`src/rtl/stopwatch_pkg.sv`:
```
// Shared definitions for the stopwatch run-control block: FSM state
// encoding and the width helper used to size the counters.
package stopwatch_pkg;

   localparam logic [1:0] ST_IDLE  = 2'd0;
   localparam logic [1:0] ST_RUN   = 2'd1;
   localparam logic [1:0] ST_PAUSE = 2'd2;
   localparam logic [1:0] ST_LAP   = 2'd3;

   // Bits needed to hold values 0 .. value-1 (never less than one bit).
   function automatic int clog2(input int value);
      int w;
      w = 0;
      while ((1 << w) < value) w++;
      if (w == 0) w = 1;
      return w;
   endfunction

endpackage

```
`src/rtl/btn_debounce.sv`:
```
// One push-button front end: two-flop synchroniser, stability counter that
// only accepts a level after DB_CYCLES consecutive differing samples, and a
// registered one-cycle pulse on the accepted rising edge.
module btn_debounce
   import stopwatch_pkg::*;
#(
   parameter int DB_CYCLES = 20
) (
   input  logic clk,
   input  logic rst,
   input  logic raw,
   output logic press
);

   localparam int CW = clog2(DB_CYCLES);
   localparam logic [CW-1:0] CNT_MAX = CW'(DB_CYCLES - 1);

   logic          sync1;
   logic          sync2;
   logic          level;
   logic          level_d;
   logic [CW-1:0] cnt;

   // Bring the asynchronous pad level into the clock domain.
   always_ff @(posedge clk or posedge rst) begin
      if (rst) begin
         sync1 <= 1'b0;
         sync2 <= 1'b0;
      end else begin
         sync1 <= raw;
         sync2 <= sync1;
      end
   end

   // Accept a new level only after it has differed for DB_CYCLES samples.
   always_ff @(posedge clk or posedge rst) begin
      if (rst) begin
         cnt   <= '0;
         level <= 1'b0;
      end else if (sync2 == level) begin
         cnt <= '0;
      end else if (cnt == CNT_MAX) begin
         level <= sync2;
         cnt   <= '0;
      end else begin
         cnt <= cnt + 1'b1;
      end
   end

   // Registered pulse on the accepted rising edge; releases are silent.
   always_ff @(posedge clk or posedge rst) begin
      if (rst) begin
         level_d <= 1'b0;
         press   <= 1'b0;
      end else begin
         level_d <= level;
         press   <= level & ~level_d;
      end
   end

endmodule

```
`src/rtl/stopwatch_ctrl.sv`:
```
// Stopwatch run-control sequencer: debounced start/stop, lap and clear
// buttons drive a four-state FSM that gates the one-second tick, pulses the
// counter clear and holds the display while a lap is shown.
// Build option: define STOPWATCH_LAP_EN to include the lap button path;
// without it the lap input is ignored and LAP is never entered.
module stopwatch_ctrl
   import stopwatch_pkg::*;
#(
   parameter int FREQ      = 2000,
   parameter int DB_CYCLES = 20
) (
   input  logic       clk,
   input  logic       rst,
   input  logic       btn_ss,
   input  logic       btn_lap,
   input  logic       btn_clr,
   output logic       sec_tick,
   output logic       cnt_clr,
   output logic       disp_hold,
   output logic       running,
   output logic [1:0] state
);

   localparam int PW = clog2(FREQ);
   localparam logic [PW-1:0] PRE_MAX = PW'(FREQ - 1);

   logic          ev_ss;
   logic          ev_lap;
   logic          ev_clr;
   logic          do_ss;
   logic          do_lap;
   logic          do_clr;
   logic [1:0]    state_nx;
   logic          clr_go;
   logic          counting;
   logic [PW-1:0] presc;

   btn_debounce #(.DB_CYCLES(DB_CYCLES)) u_db_ss (
      .clk   (clk),
      .rst   (rst),
      .raw   (btn_ss),
      .press (ev_ss)
   );

   btn_debounce #(.DB_CYCLES(DB_CYCLES)) u_db_clr (
      .clk   (clk),
      .rst   (rst),
      .raw   (btn_clr),
      .press (ev_clr)
   );

`ifdef STOPWATCH_LAP_EN
   btn_debounce #(.DB_CYCLES(DB_CYCLES)) u_db_lap (
      .clk   (clk),
      .rst   (rst),
      .raw   (btn_lap),
      .press (ev_lap)
   );
`else
   logic unused_lap;
   assign unused_lap = btn_lap;
   assign ev_lap     = 1'b0;
`endif

   // Keep only the highest-priority event of the cycle: clr > ss > lap.
   always_comb begin
      do_clr = ev_clr;
      do_ss  = ev_ss & ~ev_clr;
      do_lap = ev_lap & ~ev_clr & ~ev_ss;
   end

   // Next-state decode; clr_go marks the transitions that zero the counters.
   always_comb begin
      state_nx = state;
      clr_go   = 1'b0;
      case (state)
         ST_IDLE: begin
            if (do_clr) clr_go = 1'b1;
            else if (do_ss) state_nx = ST_RUN;
         end
         ST_RUN: begin
            if (do_ss) state_nx = ST_PAUSE;
            else if (do_lap) state_nx = ST_LAP;
         end
         ST_LAP: begin
            if (do_lap) state_nx = ST_RUN;
            else if (do_ss) state_nx = ST_PAUSE;
         end
         ST_PAUSE: begin
            if (do_ss) state_nx = ST_RUN;
            else if (do_clr) begin
               state_nx = ST_IDLE;
               clr_go   = 1'b1;
            end
         end
         default: state_nx = ST_IDLE;
      endcase
   end

   assign counting = (state == ST_RUN) || (state == ST_LAP);

   // State register and the registered counter-clear pulse.
   always_ff @(posedge clk or posedge rst) begin
      if (rst) begin
         state   <= ST_IDLE;
         cnt_clr <= 1'b0;
      end else begin
         state   <= state_nx;
         cnt_clr <= clr_go;
      end
   end

   // Seconds prescaler: runs while counting, freezes in PAUSE so the partial
   // second survives, and is held at zero in IDLE and on every clear.
   always_ff @(posedge clk or posedge rst) begin
      if (rst) begin
         presc    <= '0;
         sec_tick <= 1'b0;
      end else begin
         sec_tick <= counting && (presc == PRE_MAX);
         if (clr_go || state == ST_IDLE) begin
            presc <= '0;
         end else if (counting) begin
            presc <= (presc == PRE_MAX) ? '0 : presc + 1'b1;
         end
      end
   end

   assign running = counting;

`ifdef STOPWATCH_LAP_EN
   assign disp_hold = (state == ST_LAP);
`else
   assign disp_hold = 1'b0;
`endif

endmodule

```
`config.mk`:
```
export PLATFORM = sky130hd
export DESIGN_NAME = stopwatch_ctrl
export DESIGN_NICKNAME = d
export VERILOG_FILES = /design/src/rtl/stopwatch_pkg.sv /design/src/rtl/btn_debounce.sv /design/src/rtl/stopwatch_ctrl.sv
export SDC_FILE = /design/constraint.sdc
export NUM_CORES = 1
export LEC_CHECK = 0
export BUFFER_PORTS_ARGS = -buffer_cell sky130_fd_sc_hd__buf_2
export CAP_MARGIN = 0
export CORE_ASPECT_RATIO = 0.75
export CORE_UTILIZATION = 55
export CTS_BUF_LIST = sky130_fd_sc_hd__clkbuf_16
export DETAILED_ROUTE_END_ITERATION = 10
export PLACE_DENSITY_LB_ADDON = 0.2
export REMOVE_ABC_BUFFERS = 1
export SYNTH_ARGS = -nofsm -noshare
export SYNTH_HDL_FRONTEND = slang
export SYNTH_SLANG_ARGS = --single-unit
```
`constraint.sdc`:
```
create_clock -name clk -period 2.49 [get_ports clk]
set_clock_uncertainty 0.05 [all_clocks]
set_input_delay 0.6225 -clock clk [delete_from_list [all_inputs] [get_ports clk]]
set_output_delay 0.6225 -clock clk [all_outputs]
set_load 0.01 [all_outputs]
```
==> run_results.csv <==
group,metric,value,unit
run_status,status,"finished, final reports clean",
timing,hold_violations,0,
clock_tree,ctsLongestPathBuffers,2,
floorplan,dieArea,3030,sq um
detailed_routing,drt_iter0_drc,65,
placement,dp.cells,180,
grt,grt_pass1_vias,962,
critical_path,worstPathRequired,2.60,ns
synth,seq_area_frac_synth,56.5,%
synth,syn_area_per_cell,11.1,sq um
clock_tree,cts_setup_buffers,0,
clock_tree,cts_resized,0,
clock_tree,cts-root-buf,"clkbuf_16",
placement,portBuffers,8,
floorplan,rows,16,
grt,grt_pass1_wl,4480,um
power,combPwrFrac,2.9,%
power,power.switching,234,uW
placement,gp_congestion,0.825,
placement,postPlaceCellArea,1610,sq um
synth,synth_top_cell_by_area,"dfrtp_1",
power,total_power,1.19,mW
power,total_leakage_power,0.825,nW
synth,synth-seq-cells,35,
critical_path,endpoint_kind,"register",
synth,yosys-top-cells-area,"dfrtp_1, nor2_1, o21ai_0, xor2_1, ha_1",
floorplan,ios,11,
hold_path,holdPathStages,0,
critical_path,cp.arrival,2.17,ns
layout,layout_commonest_cell,"dfrtp_1",
synth,syn-instance-count,139,
layout,area_delta_synth_final,12.4,%
timing,maxSlewViolCount,0,
hold_path,hold_class,"register to register",
detailed_routing,via_per_inst,5.58,
clock_tree,cts_tree,"built",
synth,ys_types,36,
detailed_routing,vias,1044,
timing,max-slew-margin-rel,54.3,%
clock_tree,clock-sinks,35,
grt,grt_max_degree,36,
detailed_routing,post_drt_wl_per_cell,14.0,um
power,vdd_drop_max,459,uV
floorplan,start_util,58.6,%
critical_path,path_max_fanout,12,
flow_run,max_cap_viol_count,0,
layout,n_antenna_cell,0,
power,p_seq_share,49.7,%
clock_tree,hold_buffers,0,
timing,rsz0062_at_grt,"false",
synth,yosys.area.top_type_share,56.5,%
power,p_int,951,uW
synth,synthesis.area,1550,sq um
critical_path,start_kind,"register",
timing,post-route-period-util,82.7,%
layout,num-fill-cells,208,
grt,overflow,0,
clock_tree,cts.clk_slew.worst_paths,0.05,ns
floorplan,core,2640,sq um
floorplan,die_h,48.0,um
layout,drive_above_1_share,15.2,%
detailed_routing,totalWireLength,2630,um
clock_tree,clock_latency,0.27,ns
timing,fin_crit,2.06,ns
floorplan,die_w,63.3,um
grt,antenna_found_initial,0,
power,swShare,19.8,%
critical_path,r2r_cells,5,
clock_tree,cts_buffers,5,
grt,grt_usage,20.7,%
layout,fin_area,1740,sq um
timing,final.setup.tns,0,ns
detailed_routing,ant_nets,0,
power,clkPwrFrac,47.5,%
layout,final_cell_mix,"dfrtp_1, nor2_1, o21ai_0, nand2_1, buf_2",
power,power_density,681,nW/um^2
critical_path,critPathKind,"register to register",
layout,final_nets,159,
timing,fmax,486,MHz
timing,finalSetupViolations,0,
timing,tightest_slew,0.683,ns
detailed_routing,drt-pass1-iter-count,7,
placement,place_hpwl,1750,um
layout,instances_no_fill,187,
clock_tree,h-tree-depth,2,
detailed_routing,drc_errors,0,
synth,yosysWarnings,0,
-- cells in the mapped netlist --
library cell / number
nor3b_1: 2
o41ai_4: 1
a21oi_1: 2
nor4_1: 1
a32o_2: 1
or3_1: 2
mux2i_1: 1
dfrtp_1: 35
buf_6: 2
ha_1: 3
a22o_1: 2
nand3_1: 5
nand4_1: 2
nand3_2: 1
nand2b_1: 5
o21ai_0: 9
o21ai_1: 3
a21o_1: 4
nand2_1: 9
buf_4: 1
nor2b_1: 4
xor2_1: 5
or4_4: 1
inv_1: 4
nor3_1: 6
nand4_2: 1
or2b_1: 1
a22oi_1: 1
nor2_1: 14
clkbuf_1: 1
conb_1: 1
o2bb2ai_1: 2
xnor2_1: 3
o31ai_1: 1
or2_2: 1
mux2_2: 2
-- state kept, by name, summed over array words and instances (netlist names), 2 cells and up --
| name | flops |
|---|---|
| presc | 11 |
| u_db_clr.cnt | 5 |
| u_db_ss.cnt | 5 |
| state | 2 |
-- per-layer routing --
metal / track usage [%] / part of all wire (%) / up-vias
li1: - / - / 507
met4: 8.18 / 0.72 / 0
met2: 32.9 / 47 / 20
met5: 0 / 0 / -
met3: 7.14 / 2.9 / 2
met1: 27.1 / 50 / 515
-- cell families after synthesis --
logic type / synth area share (%)
fa+ha+maj: 2.42
mux: 2.10
simple gates: 18.8
xor+xnor: 4.52
other cells: 0.242
buf+inv: 3.15
compound gates: 12.2
flops: 56.5
-- final timing paths --
check | startpoint | end | slack, ns
hold / removal | u_db_ss.sync1$_DFF_PP0_ | u_db_ss.sync2$_DFF_PP0_ | 0.31
setup / recovery | presc[0]$_DFFE_PP0P_ | presc[8]$_DFFE_PP0P_ | 0.43
hold reg to reg | u_db_ss.sync1$_DFF_PP0_ | u_db_ss.sync2$_DFF_PP0_ | 0.31
setup reg to reg | presc[0]$_DFFE_PP0P_ | presc[8]$_DFFE_PP0P_ | 0.43
max in group asynchronous | rst | presc[10]$_DFFE_PP0P_ | 1.69
min in group asynchronous | rst | u_db_clr.sync1$_DFF_PP0_ | 0.39
-- final cells by class --
type,count,area [sq um],area share [%]
Sequential cell,35,876,50.3
Multi-Input combinational cell,96,624,35.8
Clock buffer,5,125,7.18
Timing Repair Buffer,9,47.5,2.73
Tap cell,36,45.0,2.59
Inverter,4,15.0,0.862
Clock inverter,2,8.76,0.503
-- power by group through the flow --
| stage | sequential, mW | clock [mW] | combinational (mW) |
|---|---|---|---|
| final | 0.589 | 0.562 | 0.0340 |
| after CTS | 0.589 | 0.580 | 0.0356 |
| after global routing | 0.590 | 0.607 | 0.0408 |
| after global placement | 0.598 | 0 | 0.0329 |
| after floorplan | 0.596 | 0 | 0.0249 |
| after detailed placement | 0.599 | 0 | 0.0347 |
-- per-stage QoR --
step / hold slack (ns) / setup slack (ns) / util (%)
finish: 0.310 / 0.431 / 65.9
global route: 0.320 / 0.301 / 65.9
CTS: 0.310 / 0.443 / 65.9
detailed placement: 0.306 / 0.460 / 60.8
global placement: 0.285 / 0.530 / 60.8
floorplan: 0.281 / 0.750 / -
-- critical path, cell delays in order, from the launching register on --
cell and delay, ns:
dfrtp_1 0.39, ha_1 0.23, nand3_2 0.20, o41ai_4 0.69, o21ai_0 0.19, a22o_1 0.20
No activity file was read; power rests on OpenSTA's default activity.
